<file path="config.mk">
export PLATFORM = sky130hd
export DESIGN_NAME = sifh_hist_engine_flat
export DESIGN_NICKNAME = d
export VERILOG_FILES = /design/src/rtl/sifh_hist_engine_if.sv /design/src/rtl/sifh_hist_engine.sv /design/src/flat_wrapper.sv
export SDC_FILE = /design/constraint.sdc
export NUM_CORES = 1
export LEC_CHECK = 0
export CELL_PAD_IN_SITES_DETAIL_PLACEMENT = 1
export CELL_PAD_IN_SITES_GLOBAL_PLACEMENT = 2
export CORE_MARGIN = 4
export CORE_UTILIZATION = 37
export CTS_BUF_LIST = sky130_fd_sc_hd__clkbuf_16
export DETAILED_ROUTE_END_ITERATION = 16
export PLACE_DENSITY = 0.93
export SLEW_MARGIN = 5
export SYNTH_ARGS = -nofsm -noshare
export SYNTH_HDL_FRONTEND = slang
export SYNTH_SLANG_ARGS = --single-unit
</file>
<file path="constraint.sdc">
create_clock -name clk -period 7.2 [get_ports clk]
set_clock_uncertainty 0.1 [all_clocks]
set_input_delay 2.16 -clock clk [delete_from_list [all_inputs] [get_ports clk]]
set_output_delay 2.16 -clock clk [all_outputs]
set_load 0.05 [all_outputs]
</file>
<file path="src/rtl/sifh_hist_engine_if.sv">
// ---------------------------------------------------------------------------
// sifh_hist_engine_if
//   Bundles the frame control, TDC event stream, histogram RAM port and peak
//   report of sifh_hist_engine.
//   master : the histogram engine (drives ev_ready, RAM address/enables/data,
//            peak report, busy, done)
//   slave  : the environment (drives start, events, RAM read data)
//   Signals:
//     start                        frame start pulse
//     ev_valid/ev_ready            event handshake
//     ev_data[TDC_W], ev_pix[PIX_W] event timestamp and pixel
//     ram_raddr/ram_re/ram_rdata   RAM read port (1-cycle latency)
//     ram_waddr/ram_we/ram_wdata   RAM write port
//     peak_valid/pix/bin/cnt       per-pixel peak report
//     busy, done                   frame status
// ---------------------------------------------------------------------------
interface sifh_hist_engine_if #(
   parameter int TDC_W = 12,
   parameter int BIN_W = 8,
   parameter int PIX_W = 2,
   parameter int CNT_W = 8
);
   localparam int AW = PIX_W + BIN_W;

   logic             start;
   logic             ev_valid;
   logic             ev_ready;
   logic [TDC_W-1:0] ev_data;
   logic [PIX_W-1:0] ev_pix;
   logic [AW-1:0]    ram_raddr;
   logic             ram_re;
   logic [CNT_W-1:0] ram_rdata;
   logic [AW-1:0]    ram_waddr;
   logic             ram_we;
   logic [CNT_W-1:0] ram_wdata;
   logic             peak_valid;
   logic [PIX_W-1:0] peak_pix;
   logic [BIN_W-1:0] peak_bin;
   logic [CNT_W-1:0] peak_cnt;
   logic             busy;
   logic             done;

   modport master (
      input  start, ev_valid, ev_data, ev_pix, ram_rdata,
      output ev_ready, ram_raddr, ram_re, ram_waddr, ram_we, ram_wdata,
             peak_valid, peak_pix, peak_bin, peak_cnt, busy, done
   );

   modport slave (
      output start, ev_valid, ev_data, ev_pix, ram_rdata,
      input  ev_ready, ram_raddr, ram_re, ram_waddr, ram_we, ram_wdata,
             peak_valid, peak_pix, peak_bin, peak_cnt, busy, done
   );
endinterface

</file>
<file path="src/rtl/sifh_hist_engine.sv">
// ---------------------------------------------------------------------------
// sifh_hist_engine
//   Multi-pixel TDC histogram engine. Per frame it clears the histogram RAM,
//   accumulates EV_NUM events at one per clock (read-modify-write with
//   forwarding of the previous write, saturating counters), then scans every
//   pixel's bins and reports the peak bin of each pixel.
//
//   Ports:
//     clk   clock
//     res   asynchronous active-low reset
//     bus   sifh_hist_engine_if.master (events, RAM port, peak report, status)
//
//   Optional build macro SIFH_CLEAR_ON_READ_EN: the PEAK scan writes 0 behind
//   each bin it reads, so CLEAR only runs for the first frame after reset.
// ---------------------------------------------------------------------------
module sifh_hist_engine #(
   parameter int TDC_W  = 12,
   parameter int BIN_W  = 8,
   parameter int PIX_W  = 2,
   parameter int CNT_W  = 8,
   parameter int EV_NUM = 1024
) (
   input logic                clk,
   input logic                res,
   sifh_hist_engine_if.master bus
);
   localparam int AW   = PIX_W + BIN_W;
   localparam int EC_W = $clog2(EV_NUM + 1);

   localparam logic [2:0] S_IDLE  = 3'd0;
   localparam logic [2:0] S_CLEAR = 3'd1;
   localparam logic [2:0] S_ACC   = 3'd2;
   localparam logic [2:0] S_DRAIN = 3'd3;
   localparam logic [2:0] S_PEAK  = 3'd4;
   localparam logic [2:0] S_DONE  = 3'd5;

   logic [2:0]       state, state_nxt;
   logic [AW-1:0]    addr_cnt;      // CLEAR write address / PEAK read address
   logic [EC_W-1:0]  ev_cnt;

   // Accumulate pipeline: stage 2 holds the address read last cycle,
   // wr_* remembers the write stage 2 made the cycle before.
   logic             s2_valid;
   logic [AW-1:0]    s2_addr;
   logic             wr_valid;
   logic [AW-1:0]    wr_addr;
   logic [CNT_W-1:0] wr_data;

   // Peak scan: rd_* is the bin whose data arrives this cycle.
   logic             rd_valid;
   logic [AW-1:0]    rd_addr;
   logic [CNT_W-1:0] max_cnt;
   logic [BIN_W-1:0] max_bin;

   logic             peak_valid_q;
   logic [PIX_W-1:0] peak_pix_q;
   logic [BIN_W-1:0] peak_bin_q;
   logic [CNT_W-1:0] peak_cnt_q;

   logic             accept, peak_re, last_cmp, clear_needed;
   logic [AW-1:0]    ev_addr;
   logic [BIN_W-1:0] rd_bin;
   logic [CNT_W-1:0] old_cnt, inc_cnt, cand_cnt;
   logic [BIN_W-1:0] cand_bin;

   assign ev_addr  = {bus.ev_pix, bus.ev_data[TDC_W-1 -: BIN_W]};
   assign accept   = (state == S_ACC) && bus.ev_valid;
   assign rd_bin   = rd_addr[BIN_W-1:0];
   // The cycle that compares the very last bin issues no further read.
   assign last_cmp = rd_valid && (&rd_addr);
   assign peak_re  = (state == S_PEAK) && !last_cmp;

   // Timestamp LSBs below the bin field are deliberately ignored.
   if (TDC_W > BIN_W) begin : g_lsb
      logic unused_lsb;
      assign unused_lsb = ^bus.ev_data[TDC_W-BIN_W-1:0];
   end

   // Back-to-back hits on one bin: RAM still holds the stale value, so take
   // the count written last cycle instead.
   assign old_cnt = (wr_valid && (wr_addr == s2_addr)) ? wr_data : bus.ram_rdata;
   assign inc_cnt = (&old_cnt) ? old_cnt : old_cnt + CNT_W'(1);

   // Bin 0 of a pixel always loads; later bins only win if strictly greater.
   always_comb begin
      // NOTE: defaults first so every path assigns every output (no latch).
      cand_cnt = max_cnt;
      cand_bin = max_bin;
      if ((rd_bin == '0) || (bus.ram_rdata > max_cnt)) begin
         cand_cnt = bus.ram_rdata;
         cand_bin = rd_bin;
      end
   end

`ifdef SIFH_CLEAR_ON_READ_EN
   logic cleared_once;
   assign clear_needed = !cleared_once;

   always_ff @(posedge clk or negedge res) begin
      if (!res)                                   cleared_once <= 1'b0;
      else if ((state == S_CLEAR) && (&addr_cnt)) cleared_once <= 1'b1;
   end
`else
   assign clear_needed = 1'b1;
`endif

   always_comb begin
      state_nxt = state;
      case (state)
         S_IDLE:  if (bus.start) state_nxt = clear_needed ? S_CLEAR : S_ACC;
         S_CLEAR: if (&addr_cnt) state_nxt = S_ACC;
         S_ACC:   if (accept && (ev_cnt == EC_W'(EV_NUM - 1))) state_nxt = S_DRAIN;
         S_DRAIN: state_nxt = S_PEAK;
         S_PEAK:  if (last_cmp) state_nxt = S_DONE;
         S_DONE:  state_nxt = S_IDLE;
         default: state_nxt = S_IDLE;
      endcase
   end

   // NOTE: the histogram RAM is external and never reset; CLEAR zeroes it.
   always_ff @(posedge clk or negedge res) begin
      if (!res) begin
         state        <= S_IDLE;
         addr_cnt     <= '0;
         ev_cnt       <= '0;
         s2_valid     <= 1'b0;
         s2_addr      <= '0;
         wr_valid     <= 1'b0;
         wr_addr      <= '0;
         wr_data      <= '0;
         rd_valid     <= 1'b0;
         rd_addr      <= '0;
         max_cnt      <= '0;
         max_bin      <= '0;
         peak_valid_q <= 1'b0;
         peak_pix_q   <= '0;
         peak_bin_q   <= '0;
         peak_cnt_q   <= '0;
      end else begin
         // NOTE: non-blocking so every register sees pre-edge values.
         state <= state_nxt;

         if ((state == S_CLEAR) || peak_re) addr_cnt <= addr_cnt + AW'(1);

         if (state == S_IDLE) ev_cnt <= '0;
         else if (accept)     ev_cnt <= ev_cnt + EC_W'(1);

         s2_valid <= accept;
         if (accept) s2_addr <= ev_addr;

         wr_valid <= s2_valid;
         if (s2_valid) begin
            wr_addr <= s2_addr;
            wr_data <= inc_cnt;
         end

         rd_valid <= peak_re;
         if (peak_re) rd_addr <= addr_cnt;

         if (rd_valid) begin
            max_cnt <= cand_cnt;
            max_bin <= cand_bin;
         end

         peak_valid_q <= rd_valid && (&rd_bin);
         if (rd_valid && (&rd_bin)) begin
            peak_pix_q <= rd_addr[AW-1:BIN_W];
            peak_bin_q <= cand_bin;
            peak_cnt_q <= cand_cnt;
         end
      end
   end

   always_comb begin
      bus.ram_re    = 1'b0;
      bus.ram_raddr = '0;
      bus.ram_we    = 1'b0;
      bus.ram_waddr = '0;
      bus.ram_wdata = '0;
      if (accept) begin
         bus.ram_re    = 1'b1;
         bus.ram_raddr = ev_addr;
      end else if (peak_re) begin
         bus.ram_re    = 1'b1;
         bus.ram_raddr = addr_cnt;
      end
      if (state == S_CLEAR) begin
         bus.ram_we    = 1'b1;
         bus.ram_waddr = addr_cnt;
      end else if (s2_valid) begin
         bus.ram_we    = 1'b1;
         bus.ram_waddr = s2_addr;
         bus.ram_wdata = inc_cnt;
      end
`ifdef SIFH_CLEAR_ON_READ_EN
      else if (rd_valid) begin
         // Zero the bin whose data is being compared this cycle.
         bus.ram_we    = 1'b1;
         bus.ram_waddr = rd_addr;
      end
`endif
   end

   assign bus.ev_ready   = (state == S_ACC);
   assign bus.busy       = (state != S_IDLE);
   assign bus.done       = (state == S_DONE);
   assign bus.peak_valid = peak_valid_q;
   assign bus.peak_pix   = peak_pix_q;
   assign bus.peak_bin   = peak_bin_q;
   assign bus.peak_cnt   = peak_cnt_q;

endmodule

</file>
<file path="src/flat_wrapper.sv">
// flat-port wrapper written by rule: the top's interface ports become plain ports
module sifh_hist_engine_flat 
#(
   parameter int TDC_W  = 12,
   parameter int BIN_W  = 8,
   parameter int PIX_W  = 2,
   parameter int CNT_W  = 8,
   parameter int EV_NUM = 1024
)
  (clk, res, bus_start, bus_ev_valid, bus_ev_data, bus_ev_pix, bus_ram_rdata, bus_ev_ready, bus_ram_raddr, bus_ram_re, bus_ram_waddr, bus_ram_we, bus_ram_wdata, bus_peak_valid, bus_peak_pix, bus_peak_bin, bus_peak_cnt, bus_busy, bus_done);
  sifh_hist_engine_if #(.TDC_W(TDC_W), .BIN_W(BIN_W), .PIX_W(PIX_W), .CNT_W(CNT_W)) bus_i ();
  input logic clk;
  input logic res;
  input wire logic [$bits(bus_i.start)-1:0] bus_start;
  input wire logic [$bits(bus_i.ev_valid)-1:0] bus_ev_valid;
  input wire logic [$bits(bus_i.ev_data)-1:0] bus_ev_data;
  input wire logic [$bits(bus_i.ev_pix)-1:0] bus_ev_pix;
  input wire logic [$bits(bus_i.ram_rdata)-1:0] bus_ram_rdata;
  output wire logic [$bits(bus_i.ev_ready)-1:0] bus_ev_ready;
  output wire logic [$bits(bus_i.ram_raddr)-1:0] bus_ram_raddr;
  output wire logic [$bits(bus_i.ram_re)-1:0] bus_ram_re;
  output wire logic [$bits(bus_i.ram_waddr)-1:0] bus_ram_waddr;
  output wire logic [$bits(bus_i.ram_we)-1:0] bus_ram_we;
  output wire logic [$bits(bus_i.ram_wdata)-1:0] bus_ram_wdata;
  output wire logic [$bits(bus_i.peak_valid)-1:0] bus_peak_valid;
  output wire logic [$bits(bus_i.peak_pix)-1:0] bus_peak_pix;
  output wire logic [$bits(bus_i.peak_bin)-1:0] bus_peak_bin;
  output wire logic [$bits(bus_i.peak_cnt)-1:0] bus_peak_cnt;
  output wire logic [$bits(bus_i.busy)-1:0] bus_busy;
  output wire logic [$bits(bus_i.done)-1:0] bus_done;
  assign bus_i.start = bus_start;
  assign bus_i.ev_valid = bus_ev_valid;
  assign bus_i.ev_data = bus_ev_data;
  assign bus_i.ev_pix = bus_ev_pix;
  assign bus_i.ram_rdata = bus_ram_rdata;
  assign bus_ev_ready = bus_i.ev_ready;
  assign bus_ram_raddr = bus_i.ram_raddr;
  assign bus_ram_re = bus_i.ram_re;
  assign bus_ram_waddr = bus_i.ram_waddr;
  assign bus_ram_we = bus_i.ram_we;
  assign bus_ram_wdata = bus_i.ram_wdata;
  assign bus_peak_valid = bus_i.peak_valid;
  assign bus_peak_pix = bus_i.peak_pix;
  assign bus_peak_bin = bus_i.peak_bin;
  assign bus_peak_cnt = bus_i.peak_cnt;
  assign bus_busy = bus_i.busy;
  assign bus_done = bus_i.done;
  sifh_hist_engine #(.TDC_W(TDC_W), .BIN_W(BIN_W), .PIX_W(PIX_W), .CNT_W(CNT_W), .EV_NUM(EV_NUM)) u_core (.clk(clk), .res(res), .bus(bus_i));
endmodule
</file>
==> flow_summary_export.csv, run 1 <==
group,metric,value,unit
place,dp_hpwl,9.975,mm
yosys,yosys_warnings,0,
floorplan,fp.dieH,127.2,microns
cells_and_area,layout-drive-gt1-share,13.05,%
global_route,track_usage,17.73,%
yosys,synth-edff-count,0,
global_route,grt-ovfl-total,0,
sta,period_share,97.29,%
place,place_area,0.006259,sq mm
route,route.detailed.drc,0,
worst_setup_path,crit_required,4.94,ns
route,wl_per_cell,17.25,microns
worst_setup_path,worstPathMaxFanout,6,
floorplan,die_area,0.01619,sq mm
worst_setup_path,crit_start,"bus_ram_rdata[0]",
power_and_ir_drop,irDropWorstVdd,0.0001820,V
cells_and_area,fin_nets,645,
global_route,first_global_vias,4505,
clock_network,cts_root_buf,"clkbuf_16",
yosys,async_flop_share,100.0,%
place,numPortBuffers,73,
route,dr.pass1.iters,4,
yosys,postSynthAreaPerCell,9.725,sq um
cells_and_area,areaGrowthSynthToFinish,24.42,%
power_and_ir_drop,p_leak,2.777,nW
route,ant_nets,0,
power_and_ir_drop,swShare,40.86,%
sta,tns,0,ns
worst_setup_path,r2r_cells,10,
global_route,grt_pass1_wl,23.32,mm
power_and_ir_drop,p_comb_share,39.6,%
global_route,grt_max_degree,74,
clock_network,clk_path_buf_depth,2,
yosys,netlist.top_cell.by_area,"dfrtp_1",
yosys,syn-num-nets,578,
power_and_ir_drop,clockPowerShare,19.6,%
floorplan,io_pins,78,
cells_and_area,final_area,0.006546,sq mm
floorplan,initial_core_util,37.90,%
worst_setup_path,worstSetupEndpointType,"output pin",
clock_network,cts.sinks,100,
sta,rsz0062_at_grt,"false",
power_and_ir_drop,internal-power,1.313,mW
yosys,synth_top_area_share,47.56,%
cells_and_area,fillers,1565,
worst_setup_path,r2r-start,"u_core.s2_addr[2]$_DFFE_PN0P_",
min_path,hold_path_class,"reg2reg",
run_status,outcome,"finished, final reports clean",
yosys,synth.area.top_cells,"dfrtp_1 (48%), nand2_1 (4.8%), mux2_2 (4.5%), o21ai_0 (4.2%), a21oi_1 (3.0%)",
sta,min_period,7.005,ns
clock_network,insertion_delay,0.35,ns
clock_network,cts_tree,"yes",
place,gp_congestion,0.8046,
yosys,synth.distinct_cells,58,
route,drt-initial-drc-count,232,
flow_run,drv_cap,0,
yosys,synth_commonest_cells,"dfrtp_1 (100), nand2_1 (67), o21ai_0 (44), a21oi_1 (32), nand3_1 (29)",
cells_and_area,finish.utilization,47.16,%
floorplan,core-area,0.01388,sq mm
worst_setup_path,start_kind,"primary input",
sta,setup_violations,0,
power_and_ir_drop,cellPowerDensity,339.1,mW/mm^2
yosys,synth.ff_latch_count,100,
sta,worst_pin_slew,1.016,ns
sta,hold_ws,0.3742,ns
yosys,yosys.cell_count.top_type,"dfrtp_1",
floorplan,die_w,127.2,microns
yosys,ys_seq_area_share,47.56,%
clock_network,htreeDepth,3,
min_path,whs_path_depth,1,
cells_and_area,n_antenna_cell,0,
sta,max_slew_margin,32.29,%
power_and_ir_drop,pwr-share-seq,40.9,%
power_and_ir_drop,switching_power,0.9070,mW
route,wl,13.68,mm
sta,slew_viol_final,0,
yosys,syn_area,0.005261,sq mm
global_route,antenna_found_initial,0,
route,routed_via_density,5.386,
min_path,holdCritStartpoint,"u_core.bus.peak_bin[3]$_DFFE_PN0P_",
clock_network,cts-hold-fix-buffers,0,
sta,clock.fmax,142.8,MHz
sta,hold_viol,0,
route,routed-via-count,4271,
clock_network,cts_inserted_buffers,9,
floorplan,placement_rows,43,
clock_network,cts.clk_slew.worst_paths,0.06,ns
yosys,ys.flop_type,"dfrtp_1",
worst_setup_path,reg2reg_slack,3.85,ns
worst_setup_path,criticalPathCategory,"in2out",
worst_setup_path,arrival,4.74,ns
yosys,netlist_instances,541,
-- final timing paths --
| kind | to |
|---|---|
| worst max-delay path | bus_ram_wdata[0] |
| worst min-delay path | u_core.bus.peak_bin[3]$_DFFE_PN0P_ |
| worst max register to register | u_core.wr_data[7]$_DFFE_PN0P_ |
| worst min register to register | u_core.bus.peak_bin[3]$_DFFE_PN0P_ |
| max in group asynchronous | u_core.wr_data[7]$_DFFE_PN0P_ |
| min in group asynchronous | u_core.bus.peak_cnt[1]$_DFFE_PN0P_ |
-- power by group through the flow --
stage               logic [mW]  registers (mW)  clock network (mW)
global placement         0.851           0.901                   0
detailed placement       0.882           0.916                   0
CTS                      0.889           0.907               0.451
global route             0.965           0.931               0.480
finish                   0.878           0.907               0.435
floorplan                0.659           0.844                   0
-- flip-flops by register name, summed over array words and instances, names as in the netlist --
name                   count
u_core.wr_addr            10
u_core.max_bin             8
u_core.addr_cnt           10
u_core.bus.peak_pix        2
u_core.wr_valid            1
u_core.rd_valid            1
u_core.bus.peak_cnt        8
u_core.s2_valid            1
u_core.state               3
u_core.s2_addr            10
u_core.ev_cnt             11
u_core.rd_addr            10
u_core.bus.peak_valid      1
u_core.max_cnt             8
u_core.bus.peak_bin        8
u_core.wr_data             8
-- timing repair --
action | 4_1_cts | 5_1_grt
endpoints found under the setup margin | 0 | 2
endpoints found under the hold margin | 0 | 0
gates resized for setup | 0 | 2
buffers inserted | 0 | 2
-- critical path: stages --
cell             delay, ns
clkdlybuf4s50_1       0.50
inv_1                 0.11
o21ai_0               0.20
ha_1                  0.28
and4_1                0.30
nand4_1               0.27
buf_4                 0.24
xnor2_1               0.19
mux2i_1               0.13
nor2_1                0.19
buf_12                0.17
-- kinds of logic after synthesis --
logic type / after synthesis / synth area share [%]
simple gates: 186 / 17.81
compound gates: 126 / 15.48
flops: 100 / 47.56
buf+inv: 57 / 4.423
mux: 33 / 7.444
xor+xnor: 28 / 4.661
fa+ha+maj: 11 / 2.616
-- metal layers --
layer  GRT usage (%)  up-vias  part of all wire [%]
met3           4.431       12                   3.9
met4           4.227        0                  0.96
li1                -     2048                     -
met1           24.64     2132                    48
met5               0        -                     0
met2           28.05       79                    48
-- final cells by class --
class / instances / area, sq um / share of cell area [%]
clock buffer: 9 / 225.2 / 3.440
clock inverter: 7 / 33.78 / 0.5161
inverter: 27 / 102.6 / 1.567
multi-input combinational: 384 / 2551 / 38.97
sequential: 100 / 2502 / 38.23
tap: 180 / 225.2 / 3.440
timing repair buffer: 86 / 905.9 / 13.84
-- cells in the final DEF (no fill, tap or decap), types with 2 or more instances in the layout --
master,netlist,final
a211oi_1,6,6
a21o_1,3,3
a21oi_1,32,32
a22o_1,18,18
a31oi_1,3,3
and3_1,6,6
and4_1,2,2
buf_12,0,8
buf_4,1,14
clkbuf_16,0,9
clkdlybuf4s50_1,0,64
clkinv_1,0,3
clkinv_2,1,4
dfrtp_1,100,100
ha_1,11,11
inv_1,26,26
mux2_2,21,21
mux2_4,7,7
mux2i_1,5,5
nand2_1,67,67
nand2b_1,5,5
nand3_1,29,29
nand4_1,18,18
nor2_1,28,28
nor3_1,7,5
nor3_2,2,4
nor3b_1,2,2
nor4_1,3,2
o211ai_1,2,2
o21a_1,3,3
o21ai_0,44,44
o311ai_0,3,3
or2_2,3,3
or3_1,4,4
xnor2_1,17,17
xor2_1,11,11
-- per-stage QoR --
stage,power [mW],std cells,worst slack (ns)
2_1_floorplan,1.503,541,0.2727
3_5_place_dp,1.799,775,0.03080
5_1_grt,2.376,793,0.01482
3_3_place_gp,1.753,775,0.09993
4_1_cts,2.247,791,0.01609
6_report,2.220,793,0.1954
Note: power is estimated with default switching activity, not from simulation.
==> run 2, diff against run 1 <==
--- a/config.mk
+++ b/config.mk
@@ -12,6 +12,7 @@
 export CTS_BUF_LIST = sky130_fd_sc_hd__clkbuf_16
 export DETAILED_ROUTE_END_ITERATION = 16
 export PLACE_DENSITY = 0.93
+export SKIP_LAST_GASP = 1
 export SLEW_MARGIN = 5
 export SYNTH_ARGS = -nofsm -noshare
 export SYNTH_HDL_FRONTEND = slang
==> results of run 2 <==
Final layout, timing and power as in run 1 (identical DEF).
